==> src/rtl/ekf_stage_sched.sv <==
// ekf_stage_sched
//   Sequences the EKF-SLAM systolic array through its PRD / NEW / UPD stages.
//   Odometry (predict) requests take priority over observations; observations
//   are held off until one predict has completed since reset. Each accepted
//   observation is classified as NEW (next free landmark slot) or UPD (known
//   landmark) and issued to the array as a one-hot stage request. Bad
//   observation indices and array start timeouts raise a one-cycle err pulse.
//
// Ports
//   clk           rising-edge clock
//   sys_rst       asynchronous reset, active low
//   odo_val/rdy   predict request handshake
//   obs_val/rdy   observation request handshake, obs_id = landmark index
//   stage_val     one-hot stage request to the array (001 PRD, 010 NEW, 100 UPD)
//   stage_rdy     per-stage array status, high = idle, low = executing
//   landmark_num  current landmark count
//   l_k           landmark index of the current / last NEW or UPD stage
//   busy          scheduler not idle
//   err           one-cycle pulse on rejected observation or start timeout
module ekf_stage_sched #(
  parameter int unsigned ROW_LEN = 10,
  parameter int unsigned MAX_LM  = 500,
  parameter int unsigned TO_CYC  = 64,
  parameter int unsigned TO_W    = 7
) (
  input  logic               clk,
  input  logic               sys_rst,
  input  logic               odo_val,
  output logic               odo_rdy,
  input  logic               obs_val,
  input  logic [ROW_LEN-1:0] obs_id,
  output logic               obs_rdy,
  output logic [2:0]         stage_val,
  input  logic [2:0]         stage_rdy,
  output logic [ROW_LEN-1:0] landmark_num,
  output logic [ROW_LEN-1:0] l_k,
  output logic               busy,
  output logic               err
);

  typedef enum logic [2:0] {
    S_IDLE, S_ISSUE, S_WAIT_START, S_WAIT_DONE, S_COMMIT
  } state_e;

  typedef enum logic [2:0] {
    STG_NONE = 3'b000,
    STG_PRD  = 3'b001,
    STG_NEW  = 3'b010,
    STG_UPD  = 3'b100
  } stage_e;

  localparam logic [ROW_LEN-1:0] MAX_LM_V = ROW_LEN'(MAX_LM);
  localparam logic [TO_W-1:0]    TO_LIM   = TO_W'(TO_CYC);

  state_e             state_q, state_d;
  stage_e             stage_q, stage_d;
  logic [ROW_LEN-1:0] lm_q, lm_d;
  logic [ROW_LEN-1:0] lk_q, lk_d;
  logic               prd_seen_q, prd_seen_d;
  logic [TO_W-1:0]    to_cnt_q, to_cnt_d;
  logic               err_q, err_d;
  logic               rdy_q, rdy_d;
  logic               stage_hit;

  // State register
  always_ff @(posedge clk or negedge sys_rst) begin
    if (!sys_rst) begin
      state_q    <= S_IDLE;
      stage_q    <= STG_NONE;
      lm_q       <= '0;
      lk_q       <= '0;
      prd_seen_q <= 1'b0;
      to_cnt_q   <= '0;
      err_q      <= 1'b0;
      rdy_q      <= 1'b0;
    end else begin
      state_q    <= state_d;
      stage_q    <= stage_d;
      lm_q       <= lm_d;
      lk_q       <= lk_d;
      prd_seen_q <= prd_seen_d;
      to_cnt_q   <= to_cnt_d;
      err_q      <= err_d;
      rdy_q      <= rdy_d;
    end
  end

  // Latched stage bit as seen on the array status bus
  assign stage_hit = |(stage_q & stage_rdy);

  // Next-state logic
  always_comb begin
    state_d    = state_q;
    stage_d    = stage_q;
    lm_d       = lm_q;
    lk_d       = lk_q;
    prd_seen_d = prd_seen_q;
    to_cnt_d   = to_cnt_q;
    err_d      = 1'b0;

    unique case (state_q)
      S_IDLE: begin
        to_cnt_d = '0;
        if (odo_val && rdy_q) begin
          stage_d = STG_PRD;
          state_d = S_ISSUE;
        end else if (obs_val && rdy_q && prd_seen_q) begin
          if (obs_id < lm_q) begin
            stage_d = STG_UPD;
            lk_d    = obs_id;
            state_d = S_ISSUE;
          end else if ((obs_id == lm_q) && (lm_q < MAX_LM_V)) begin
            stage_d = STG_NEW;
            lk_d    = obs_id;
            state_d = S_ISSUE;
          end else begin
            err_d = 1'b1;
          end
        end
      end
      S_ISSUE: begin
        if (stage_hit) begin
          state_d  = S_WAIT_START;
          to_cnt_d = '0;
        end
      end
      S_WAIT_START: begin
        if (!stage_hit) begin
          state_d  = S_WAIT_DONE;
          to_cnt_d = '0;
        end else begin
          to_cnt_d = to_cnt_q + 1'b1;
          // Array never started: abandon the stage without committing it
          if (to_cnt_d == TO_LIM) begin
            err_d    = 1'b1;
            state_d  = S_IDLE;
            to_cnt_d = '0;
          end
        end
      end
      S_WAIT_DONE: begin
        if (stage_hit) state_d = S_COMMIT;
      end
      S_COMMIT: begin
        case (stage_q)
          STG_PRD: prd_seen_d = 1'b1;
          STG_NEW: if (lm_q < MAX_LM_V) lm_d = lm_q + 1'b1;
          default: ;
        endcase
        state_d = S_IDLE;
      end
      default: state_d = S_IDLE;
    endcase

    // Ready flags are registered so they stay low while reset is held
    rdy_d = (state_d == S_IDLE);
  end

  // Outputs
  always_comb begin
    odo_rdy      = rdy_q;
    obs_rdy      = rdy_q & prd_seen_q & ~odo_val;
    stage_val    = (state_q == S_ISSUE) ? stage_q : STG_NONE;
    busy         = (state_q != S_IDLE);
    err          = err_q;
    landmark_num = lm_q;
    l_k          = lk_q;
  end

endmodule
==> config.mk <==
export PLATFORM = sky130hd
export DESIGN_NAME = ekf_stage_sched
export DESIGN_NICKNAME = d
export VERILOG_FILES = /design/src/rtl/ekf_stage_sched.sv
export SDC_FILE = /design/constraint.sdc
export NUM_CORES = 1
export LEC_CHECK = 0
export ABC_CLOCK_PERIOD_IN_PS = 3220
export BUFFER_PORTS_ARGS = -buffer_cell sky130_fd_sc_hd__buf_2
export CORE_AREA = 2 2 64 66
export CTS_CLUSTER_SIZE = 10
export DETAILED_ROUTE_END_ITERATION = 8
export DIE_AREA = 0 0 66 68
export HOLD_SLACK_MARGIN = 0.06
export PLACE_DENSITY = 0.88
export SLEW_MARGIN = 20
export SYNTH_ARGS = -nofsm -noshare
export SYNTH_HDL_FRONTEND = slang
export SYNTH_SLANG_ARGS = --single-unit
export TNS_END_PERCENT = 5
==> constraint.sdc <==
create_clock -name clk -period 3.22 [get_ports clk]
set_input_delay 0.644 -clock clk [delete_from_list [all_inputs] [get_ports clk]]
set_output_delay 0.644 -clock clk [all_outputs]
set_load 0.03 [all_outputs]
# ---- Word level (Yosys, flattened, before mapping)
# Index checks and enable logic that the tools add are counted.
dict set report classes {
  n_eq_ne 9
  add_sub_neg 2
  reduce_logical 17
  bitwise_logic 5
  n_mux 27
  order_cmp 2
}
# cell count
set ops {}
lappend ops {{3-bit 2-to-1 mux} 13}
lappend ops {{7-bit 2-to-1 mux} 3}
lappend ops {{7-bit one-hot mux with 3 select lines} 1}
lappend ops {{10-bit 2-to-1 mux} 2}
lappend ops {{3-bit one-hot mux with 4 select lines} 1}
lappend ops {{10-bit by 1-bit adder with 10-bit output (second input constant)} 1}
lappend ops {{10-bit == test} 1}
lappend ops {{10-bit < comparator} 1}
lappend ops {{10-bit by 9-bit < comparator with 1-bit output (second input constant)} 1}
lappend ops {{3-bit by 2-bit == test with 1-bit output (second input constant)} 3}
lappend ops {{3-bit nonzero test} 3}
lappend ops {{7-bit by 1-bit adder with 7-bit output (second input constant)} 1}
lappend ops {{7-bit == test (second input constant)} 1}
lappend ops {{3-bit by 1-bit == test with 1-bit output (second input constant)} 2}
lappend ops {{3-bit zero test} 2}
lappend ops {{1-bit 2-to-1 mux} 6}
lappend ops {{3-bit AND reduction} 2}
lappend ops {{1-bit logical AND} 4}
lappend ops {{2-bit AND reduction} 2}
lappend ops {{4-bit AND reduction} 1}
lappend ops {{2-bit nonzero test} 2}
lappend ops {{3-bit bitwise AND} 1}
lappend ops {{3-bit == test (second input constant)} 1}
lappend ops {{3-bit OR reduction} 1}
lappend ops {{other kinds (4)} 6}
dict set report word_totals {
  output_inout_bits 27
  input_bits 17
  ff_bits 36
  word_cells 70
}

# ---- Depth between registers and ports, before layout
# Gate-level depths: netlist of the first run.
dict set report logic_depth {
  depth_word 8
  mapped_depth 8
  depth_no_buf 7
}

# ---- Worst setup path after synthesis of the first run
# No wires, ideal clock.
dict set report synth_timing {
  kind {register -> register}
  startpoint {register lm_q[9] (netlist: landmark_num[9])}
  endpoint {register lk_q[0] (netlist: l_k[0])}
  period_less_slack_ps 2488
  required_ps 3095
  setup_slack_ps 732
  setup_ps 125
  path_buffers 1
  arrival_ps 2363
  stages_incl_launch_ff 9
  cell_sequence {dfrtp_1 inv_1 ha_1 nand2_1 nor4_1 a221oi_1 o21ai_1 buf_2 mux2_2}
}
dict set report synth_via {
  elab_chain_len 4
  elab_cells_between_ends 7
  classes_between {order compare (2); eq/ne (1); mux (1); reduce/logical (3)}
}
# element line
set synth_rtl {}
lappend synth_rtl {{start, declared} 57} ;# logic [ROW_LEN-1:0] lm_q, lm_d;
lappend synth_rtl {{start signal, assigned} 79} ;# lm_q <= lm_d;
lappend synth_rtl {{10-bit by 9-bit < comparator with 1-bit output / 10-bit == test (equally long branches)} 112} ;# end else if ((obs_id == lm_q) && (lm_q < MAX_LM_V)) begin
lappend synth_rtl {{1-bit logical AND} 112}
lappend synth_rtl {{2-bit nonzero test (no line)} n/a}
lappend synth_rtl {{4-bit AND reduction (no line)} n/a}
lappend synth_rtl {{end signal, assigned} 80} ;# lk_q <= lk_d;
lappend synth_rtl {{end, declared} 58} ;# logic [ROW_LEN-1:0] lk_q, lk_d;
# Several ways; a longest one is shown, not always the timed one.
# A chain may end at the register's enable or synchronous reset.

# ---- Worst setup path in the final report of the first run
dict set report layout_timing {
  startpoint {register lm_q[9] (netlist: landmark_num[9])}
  endpoint {register lk_q[9] (netlist: l_k[9])}
}
# The elaborated chain is that of the path after synthesis.

==> report_table.html, run 1 <==
<table>
<tr><th>Metric</th><th>Value</th></tr>
<tr><th colspan="2">STA</th></tr>
<tr><td>Post-layout min period</td><td>roughly 2.5 ns</td></tr>
<tr><td>Number of hold violations in the final report</td><td>0</td></tr>
<tr><td>Final setup viols</td><td>0</td></tr>
<tr><td>Max-slew headroom at the worst pin</td><td>48.2%</td></tr>
<tr><td>Worst Tran Pin Value</td><td>between 0.7 and 0.8 ns</td></tr>
<tr><td>Setup TNS after final layout</td><td>0 ns</td></tr>
<tr><td>Unrepaired setup endpoints after global routing</td><td>no</td></tr>
<tr><td>Maximum clock rate</td><td>0.405 GHz</td></tr>
<tr><td>Skew final</td><td>between 0.004 and 0.005 ns</td></tr>
<tr><td>Crit share post-route</td><td>between 70% and 80%</td></tr>
<tr><td>Pins Over Slew Limit</td><td>0</td></tr>
<tr><th colspan="2">Route</th></tr>
<tr><td>Sum of met2 wire segment lengths after detailed routing</td><td>1980 um</td></tr>
<tr><td>Via count normalized by instance count</td><td>approximately 5.5</td></tr>
<tr><td>DRC marker count from the first detailed-route iteration</td><td>slightly above 90</td></tr>
<tr><td>Highest layer used for signal routing</td><td>met4</td></tr>
<tr><td>Number of nets with antenna violations after detailed routing</td><td>0</td></tr>
<tr><td>Aggregate routed wire length</td><td>4130 um</td></tr>
<tr><td>Post-route DRC violation count</td><td>0</td></tr>
<tr><td>Wire length on met3</td><td>207 um</td></tr>
<tr><td>Number of iterations in the first detailed-routing pass</td><td>4</td></tr>
<tr><td>Post-Route M1 WL</td><td>1870 um</td></tr>
<tr><td>Average routed wire per standard cell</td><td>approximately 14 um</td></tr>
<tr><td>Total number of vias</td><td>around 1600</td></tr>
<tr><th colspan="2">Synthesis</th></tr>
<tr><td>Number of enable-type register cells in the synthesized netlist</td><td>0</td></tr>
<tr><td>Mapped Nets</td><td>between 200 and 250</td></tr>
<tr><td>Gate count after technology mapping</td><td>a little under 200</td></tr>
<tr><td>Count of cell types in the netlist</td><td>46</td></tr>
<tr><td>Mean Syn Cell Area</td><td>~10 sq um</td></tr>
<tr><td>Flops &amp; latches, synth</td><td>36</td></tr>
<tr><td>Netlist area before placement</td><td>roughly 0.0020 sq mm</td></tr>
<tr><td>Area contributors post-synth</td><td>dfrtp_1, ha_1, mux2_2</td></tr>
<tr><td>Share of flip-flops with an asynchronous set or reset</td><td>100%</td></tr>
<tr><td>Yosys top cell area share</td><td>a little under half</td></tr>
<tr><td>Seq/Total Area, Yosys</td><td>a little under half</td></tr>
<tr><td>Cell type with the highest aggregate area in the netlist</td><td>dfrtp_1</td></tr>
<tr><td>Primary flip-flop cell chosen by synthesis mapping</td><td>dfrtp_1</td></tr>
<tr><td>Count of yosys warnings during synthesis</td><td>0</td></tr>
<tr><th colspan="2">Global routing</th></tr>
<tr><td>First-pass GRT wire length</td><td>6990 um</td></tr>
<tr><td>Via count of the first global-routing pass</td><td>~1500</td></tr>
<tr><td>Overflow left after global routing</td><td>0</td></tr>
<tr><td>Global routing usage summed across all routing layers</td><td>21.0%</td></tr>
<tr><td>Antenna violations before repair</td><td>0</td></tr>
<tr><td>Maximum number of pins on one net before global-route repair</td><td>37</td></tr>
<tr><th colspan="2">Cells and area</th></tr>
<tr><td>P&amp;R area growth vs syn</td><td>17.6%</td></tr>
<tr><td>Commonest cells after routing, fill and taps aside</td><td>buf_2, dfrtp_1, nand2_1</td></tr>
<tr><td>Most common cell after layout, fill and taps aside</td><td>buf_2</td></tr>
<tr><td>Final Instance Area</td><td>roughly 0.0023 sq mm</td></tr>
<tr><td>Layout cells sized above 1</td><td>between 20 and 30%</td></tr>
<tr><td>Final Net Count</td><td>268</td></tr>
<tr><td>Diode insertion count for antenna repair</td><td>0</td></tr>
<tr><th colspan="2">Critical path</th></tr>
<tr><td>Reg2Reg Setup Slack</td><td>0.75 ns</td></tr>
<tr><td>Largest fanout of any net on the critical path</td><td>11</td></tr>
<tr><td>Count of buffering cells on the critical path with inverters included</td><td>2</td></tr>
<tr><td>Cell breakdown of the critical path</td><td>inv_1, ha_1, nand2_1, nor4_1, a221oi_1, o21ai_1, buf_4, mux2_2</td></tr>
<tr><td>Crit path max-delay cell type</td><td>dfrtp_1</td></tr>
<tr><td>Type of the worst setup path</td><td>flop to flop</td></tr>
<tr><td>RR Startpoint</td><td>landmark_num[9]</td></tr>
<tr><td>Category of the worst setup path launch point</td><td>flop</td></tr>
<tr><td>Type of destination of the critical path</td><td>flop</td></tr>
<tr><td>Worst EP arrival</td><td>around 2.7 ns</td></tr>
<tr><td>Data required, critical path</td><td>3.40 ns</td></tr>
<tr><td>Depth of the most critical reg-to-reg path</td><td>8</td></tr>
<tr><td>Reg-to-reg endpoint</td><td>l_k[9]</td></tr>
<tr><td>Category of cells accounting for the largest share of critical-path delay</td><td>simple AND/OR/NAND/NOR gates</td></tr>
<tr><td>Max stage delay on crit path</td><td>between 0.4 and 0.5 ns</td></tr>
<tr><th colspan="2">Place</th></tr>
<tr><td>Detailed Place HPWL</td><td>just over 3000 um</td></tr>
<tr><td>Final Wtd Congestion</td><td>0.813</td></tr>
<tr><td>Port Buf Inserts</td><td>43</td></tr>
<tr><td>Placed instance area</td><td>0.00222 sq mm</td></tr>
<tr><th colspan="2">Die</th></tr>
<tr><td>Core area</td><td>~0.0039 sq mm</td></tr>
<tr><td>Number of standard-cell rows in the floorplan</td><td>23</td></tr>
<tr><td>Die Span X</td><td>approximately 66 um</td></tr>
<tr><td>Initial core utilization</td><td>51.1%</td></tr>
<tr><td>DIE AREA</td><td>approximately 0.0045 sq mm</td></tr>
<tr><td>Number of top-level pins</td><td>44</td></tr>
<tr><td>Vert. Die Dim</td><td>between 60 and 70 um</td></tr>
<tr><th colspan="2">Power</th></tr>
<tr><td>Leakage power total</td><td>1.16 nW</td></tr>
<tr><td>Total power divided by cell area</td><td>between 300 and 400 mW/mm^2</td></tr>
<tr><td>Maximum vdd ir drop</td><td>0.186 mV</td></tr>
<tr><th colspan="2">Clock tree</th></tr>
<tr><td>CTS tree</td><td>done</td></tr>
<tr><td>CTS Buf Count</td><td>5</td></tr>
<tr><td>Sinks on the clock net</td><td>36</td></tr>
<tr><td>CTS root buf</td><td>clkbuf_8</td></tr>
<tr><td>Worst skew pair latency</td><td>0.29 ns</td></tr>
<tr><td>Setup fix buffers added after clock tree synthesis</td><td>0</td></tr>
<tr><td>Number of buffers between clock root and the deepest sink</td><td>2</td></tr>
<tr><td>Clock slew at reported path FFs</td><td>0.07 ns</td></tr>
<tr><td>Total of cells resized after clock tree synthesis</td><td>0</td></tr>
<tr><td>Number of levels the H-tree was split into</td><td>2</td></tr>
<tr><td>Hold bufs inserted after CTS</td><td>0</td></tr>
<tr><th colspan="2">Worst hold path</th></tr>
<tr><td>Min-Delay Path Class</td><td>primary input to asynchronous set/reset pin</td></tr>
<tr><th colspan="2">Flow run</th></tr>
<tr><td>Maxcap violations</td><td>0</td></tr>
<tr><th colspan="2">Status</th></tr>
<tr><td>Status</td><td>completed</td></tr>
</table>
-- cell usage after synthesis, types with 3 or more instances --
library cell,instances
dfrtp_1,36
nand2_1,17
inv_1,14
nor2_1,13
ha_1,12
o21ai_0,12
mux2_2,10
a21oi_1,7
nand3_1,7
xnor2_1,7
nor3_1,5
and3_1,4
clkbuf_1,4
nand2b_1,4
and2_1,3
-- where the power goes --
| group | internal (mW) | switching [mW] |
|---|---|---|
| Sequential | 0.452 | 0 |
| Combinational | 0.0142 | 0.0225 |
| Clock | 0.171 | 0.160 |
-- routing by layer --
layer | global-route usage, % | vias up
met2 | 36.1 | 48
met4 | 9.69 | 0
met1 | 25.1 | 756
met3 | 4.93 | 7
met5 | 0 | -
li1 | - | 791
-- area by class of cell --
type | instances | area [sq um]
Clock inverter | 2 | 10.0
Inverter | 14 | 52.6
Clock buffer | 6 | 82.6
Sequential cell | 36 | 901
Fill cell | 361 | 1540
Timing Repair Buffer | 44 | 223
Tap cell | 50 | 62.6
Multi-Input combinational cell | 138 | 986
-- metrics by stage --
stage | hold slack [ns] | power, mW | setup slack (ns) | instances | utilization [%]
after floorplan | 0.348 | 0.473 | 0.732 | 194 | -
after global placement | 0.483 | 0.496 | 0.641 | 282 | 57.7
after detailed placement | 0.487 | 0.498 | 0.513 | 282 | 57.7
after CTS | 0.451 | 0.830 | 0.714 | 290 | 60.1
after global routing | 0.493 | 0.858 | 0.418 | 290 | 60.1
final | 0.429 | 0.819 | 0.750 | 290 | 60.1
-- state kept, by name, summed over array words and instances (netlist names) --
signal / cells
odo_rdy: 1
prd_seen_q: 1
landmark_num: 10
stage_q: 3
state_q: 3
l_k: 10
to_cnt_q: 7
err: 1
-- worst max-delay path by stage --
stage                                from     end  slack [ns]  cells past startpoint
after floorplan           landmark_num[9]  l_k[0]        0.73                      8
after global placement          obs_id[9]  l_k[4]        0.64                      8
after detailed placement        obs_id[9]  l_k[9]        0.51                      8
after CTS                 landmark_num[9]  l_k[9]        0.71                      8
after global routing      landmark_num[9]  l_k[6]        0.42                      8
final                     landmark_num[9]  l_k[9]        0.75                      8
-- logic make-up (layout without fill, tap and decap cells) --
kind of cell / Yosys count / count (layout) / synth area share [%]
AO/OA/AOI/OAI: 42 / 42 / 15.3
XOR/XNOR: 9 / 9 / 4.00
adder cells (fa/ha/maj): 12 / 12 / 7.62
buffers and inverters: 20 / 66 / 4.25
flip-flops: 36 / 36 / 45.7
multiplexers: 10 / 10 / 5.71
AND/OR/NAND/NOR: 65 / 65 / 17.4
Note: power is estimated with default switching activity, not from simulation.
==> run 2, diff against run 1 <==
--- a/config.mk
+++ b/config.mk
@@ -5,7 +5,7 @@
 export SDC_FILE = /design/constraint.sdc
 export NUM_CORES = 1
 export LEC_CHECK = 0
-export ABC_CLOCK_PERIOD_IN_PS = 3220
+export ABC_CLOCK_PERIOD_IN_PS = 2400
 export BUFFER_PORTS_ARGS = -buffer_cell sky130_fd_sc_hd__buf_2
 export CORE_AREA = 2 2 64 66
 export CTS_CLUSTER_SIZE = 10
==> constraint.sdc (replaced) <==
create_clock -name clk -period 2.4 [get_ports clk]
set_input_delay 0.48 -clock clk [delete_from_list [all_inputs] [get_ports clk]]
set_output_delay 0.48 -clock clk [all_outputs]
set_load 0.03 [all_outputs]
==> run 2 against run 1 <==
Effect of this change:
- register-to-register slack got worse by 0.58 ns
- sequential share of layout area is 0.33 points lower
- die area unchanged
- fmax up 11%
- clock-buffer cell count unchanged
- global-route usage fell by 0.12 points
- clock skew grew 0.00090 ns
- hold slack worse by 0.16 ns
==> report_table.html, run 2 (synthesis gave the netlist of run 1 again) <==
<table>
<tr><th>Metric</th><th>Value</th></tr>
<tr><th colspan="2">Clock tree</th></tr>
<tr><td>Worst skew pair latency</td><td>0.29 ns (about the same)</td></tr>
<tr><td>Total of cells resized after clock tree synthesis</td><td>1 (+1)</td></tr>
<tr><td>CTS root buf</td><td>clkbuf_8</td></tr>
<tr><td>Sinks on the clock net</td><td>36 (unchanged)</td></tr>
<tr><td>CTS tree</td><td>done</td></tr>
<tr><td>Number of buffers between clock root and the deepest sink</td><td>2 (unchanged)</td></tr>
<tr><td>Clock slew at reported path FFs</td><td>0.07 ns (about the same)</td></tr>
<tr><td>Setup fix buffers added after clock tree synthesis</td><td>0 (unchanged)</td></tr>
<tr><td>CTS Buf Count</td><td>5 (unchanged)</td></tr>
<tr><td>Hold bufs inserted after CTS</td><td>0 (unchanged)</td></tr>
<tr><td>Number of levels the H-tree was split into</td><td>2 (unchanged)</td></tr>
<tr><th colspan="2">STA</th></tr>
<tr><td>Crit share post-route</td><td>92.9% (+16 points)</td></tr>
<tr><td>Max-slew headroom at the worst pin</td><td>48.3% (+0.18 points)</td></tr>
<tr><td>Unrepaired setup endpoints after global routing</td><td>no</td></tr>
<tr><td>Skew final</td><td>0.00500 ns (+0.000898 ns)</td></tr>
<tr><td>Worst Tran Pin Value</td><td>0.775 ns (-0.00263 ns)</td></tr>
<tr><td>Number of hold violations in the final report</td><td>0 (unchanged)</td></tr>
<tr><td>Maximum clock rate</td><td>0.448 GHz (+11%)</td></tr>
<tr><td>Setup TNS after final layout</td><td>0 ns (unchanged)</td></tr>
<tr><td>Final setup viols</td><td>0 (unchanged)</td></tr>
<tr><td>Pins Over Slew Limit</td><td>0 (unchanged)</td></tr>
<tr><td>Worst hold slack after final layout</td><td>0.264 ns (-0.165 ns)</td></tr>
<tr><td>Post-layout min period</td><td>2.23 ns (-0.240 ns)</td></tr>
<tr><th colspan="2">Cells and area</th></tr>
<tr><td>Layout cells sized above 1</td><td>30.6% (+3.1 points)</td></tr>
<tr><td>Final Instance Area</td><td>0.00235 sq mm (+1.6%)</td></tr>
<tr><td>Final Net Count</td><td>270 (+0.75%)</td></tr>
<tr><td>Most common cell after layout, fill and taps aside</td><td>buf_2</td></tr>
<tr><td>P&amp;R area growth vs syn</td><td>19.4%</td></tr>
<tr><td>Filler cell count in the final layout</td><td>328 (-9.1%)</td></tr>
<tr><td>Commonest cells after routing, fill and taps aside</td><td>buf_2, dfrtp_1, nand2_1</td></tr>
<tr><td>Diode insertion count for antenna repair</td><td>0 (unchanged)</td></tr>
<tr><th colspan="2">Global routing</th></tr>
<tr><td>First-pass GRT wire length</td><td>6920 um (-0.99%)</td></tr>
<tr><td>Antenna violations before repair</td><td>0 (unchanged)</td></tr>
<tr><td>Via count of the first global-routing pass</td><td>1546 (+1.8%)</td></tr>
<tr><td>Global routing usage summed across all routing layers</td><td>20.9% (-0.12 points)</td></tr>
<tr><td>Maximum number of pins on one net before global-route repair</td><td>37 (unchanged)</td></tr>
<tr><td>Overflow left after global routing</td><td>0 (unchanged)</td></tr>
<tr><th colspan="2">Critical path</th></tr>
<tr><td>Category of cells accounting for the largest share of critical-path delay</td><td>simple AND/OR/NAND/NOR gates</td></tr>
<tr><td>Count of buffering cells on the critical path with inverters included</td><td>2 (unchanged)</td></tr>
<tr><td>Cell breakdown of the critical path</td><td>inv_1, ha_1, nand2_1, nor4_4, a221oi_1, o21ai_1, buf_4, mux2_2</td></tr>
<tr><td>Type of the worst setup path</td><td>flop to flop</td></tr>
<tr><td>Crit path max-delay cell type</td><td>dfrtp_2</td></tr>
<tr><td>Category of the worst setup path launch point</td><td>flop</td></tr>
<tr><td>Worst EP arrival</td><td>2.40 ns (-0.25 ns)</td></tr>
<tr><td>Max stage delay on crit path</td><td>0.44 ns (-0.02 ns)</td></tr>
<tr><td>Type of destination of the critical path</td><td>flop</td></tr>
<tr><td>Data required, critical path</td><td>2.57 ns (-0.83 ns)</td></tr>
<tr><td>Reg2Reg Setup Slack</td><td>0.17 ns (-0.58 ns)</td></tr>
<tr><td>Largest fanout of any net on the critical path</td><td>11 (unchanged)</td></tr>
<tr><th colspan="2">Power</th></tr>
<tr><td>Maximum vdd ir drop</td><td>0.276 mV (+49%)</td></tr>
<tr><td>Relative contribution of combinational cells to total power</td><td>4.8% (+0.3 points)</td></tr>
<tr><td>Leakage power total</td><td>1.17 nW (+0.66%)</td></tr>
<tr><td>Net load switching power</td><td>0.245 mW (+34%)</td></tr>
<tr><td>Power share of the clock group</td><td>40.1% (-0.3 points)</td></tr>
<tr><td>Switching power as a share of total power</td><td>22.2% (-0.045 points)</td></tr>
<tr><td>Power share of the sequential group</td><td>55.1% (about the same)</td></tr>
<tr><td>Internal Dissipation</td><td>0.856 mW (+34%)</td></tr>
<tr><td>Total power divided by cell area</td><td>468 mW/mm^2 (+32%)</td></tr>
<tr><th colspan="2">Route</th></tr>
<tr><td>Number of iterations in the first detailed-routing pass</td><td>4 (unchanged)</td></tr>
<tr><td>Via count normalized by instance count</td><td>5.64 (+2.2%)</td></tr>
<tr><td>DRC marker count from the first detailed-route iteration</td><td>54 (-42%)</td></tr>
<tr><td>Post-route DRC violation count</td><td>0 (unchanged)</td></tr>
<tr><td>Number of nets with antenna violations after detailed routing</td><td>0 (unchanged)</td></tr>
<tr><td>Average routed wire per standard cell</td><td>14.2 um (-0.30%)</td></tr>
<tr><td>Total number of vias</td><td>1648 (+2.9%)</td></tr>
<tr><td>Aggregate routed wire length</td><td>4150 um (+0.39%)</td></tr>
<tr><th colspan="2">Die</th></tr>
<tr><td>Vert. Die Dim</td><td>68 um (unchanged)</td></tr>
<tr><td>Core area</td><td>0.00386 sq mm (unchanged)</td></tr>
<tr><td>Number of standard-cell rows in the floorplan</td><td>23 (unchanged)</td></tr>
<tr><td>Number of top-level pins</td><td>44 (unchanged)</td></tr>
<tr><td>Initial core utilization</td><td>51.1% (unchanged)</td></tr>
<tr><td>Die Span X</td><td>66 um (unchanged)</td></tr>
<tr><td>DIE AREA</td><td>0.00449 sq mm (unchanged)</td></tr>
<tr><th colspan="2">Worst hold path</th></tr>
<tr><td>Min-Delay Path Class</td><td>primary input to asynchronous set/reset pin</td></tr>
<tr><th colspan="2">Flow run</th></tr>
<tr><td>Maxcap violations</td><td>0 (unchanged)</td></tr>
<tr><th colspan="2">Place</th></tr>
<tr><td>Port Buf Inserts</td><td>43 (unchanged)</td></tr>
<tr><td>Placed instance area</td><td>0.00225 sq mm (+0.96%)</td></tr>
<tr><td>Final Wtd Congestion</td><td>0.800 (-1.6%)</td></tr>
<tr><td>Detailed Place HPWL</td><td>3140 um (+1.6%)</td></tr>
<tr><th colspan="2">Status</th></tr>
<tr><td>Status</td><td>completed</td></tr>
</table>
[run 2: cell types whose count changed in the layout (fill, tap and decap cells not counted)]
cell,previous run,this run
nor4_1,1,0
buf_4,1,3
dfrtp_1,36,31
nor4_4,0,1
dfrtp_2,0,5
[run 2: layout make-up]
| type | instances | area (sq um) | share of cell area [%] |
|---|---|---|---|
| multi-input cells | 138 | 1000 | 42.5 |
| repair buffers | 46 | 238 | 10.1 |
| inverters | 14 | 52.6 | 2.23 |
| well taps | 50 | 62.6 | 2.66 |
| clock inverters | 2 | 10.0 | 0.425 |
| clock buffers | 6 | 82.6 | 3.51 |
| flip-flops and latches | 36 | 907 | 38.5 |
[run 2: stage by stage]
| stage | util (%) | power [mW] | cells | worst slack [ns] |
|---|---|---|---|---|
| global route | 61.0 | 1.15 | 292 | 0.0229 |
| detailed placement | 58.2 | 0.669 | 284 | -0.104 |
| CTS | 60.8 | 1.11 | 292 | 0.107 |
| global placement | 58.2 | 0.667 | 284 | 0.0639 |
| floorplan | - | 0.635 | 194 | 0.00271 |
| finish | 61.0 | 1.10 | 292 | 0.170 |
[run 2: metal layers]
layer | vias up | GRT usage [%] | part of all wire [%]
met2 | 53 | 35.7 | 49
met5 | - | 0 | 0
met3 | 4 | 4.93 | 5.9
met4 | 0 | 8.42 | 1.0
li1 | 798 | - | -
met1 | 793 | 25.6 | 44
[run 2: path summary, 6_finish.rpt]
check / startpoint / endpoint / cells after the start
hold reg to reg: landmark_num[9] / landmark_num[9] / 0
max in group asynchronous: sys_rst / landmark_num[8] / 1
min in group clk: obs_id[8] / l_k[8] / 2
setup reg to reg: landmark_num[9] / l_k[9] / 8
hold / removal: sys_rst / l_k[4] / 1
setup / recovery: landmark_num[9] / l_k[9] / 8
[run 2: power groups by stage]
stage	clock network, mW	registers (mW)	logic [mW]
2_1_floorplan	0	0.618	0.0170
3_3_place_gp	0	0.618	0.0492
3_5_place_dp	0	0.618	0.0514
4_1_cts	0.456	0.606	0.0524
5_1_grt	0.478	0.606	0.0621
6_report	0.442	0.606	0.0527
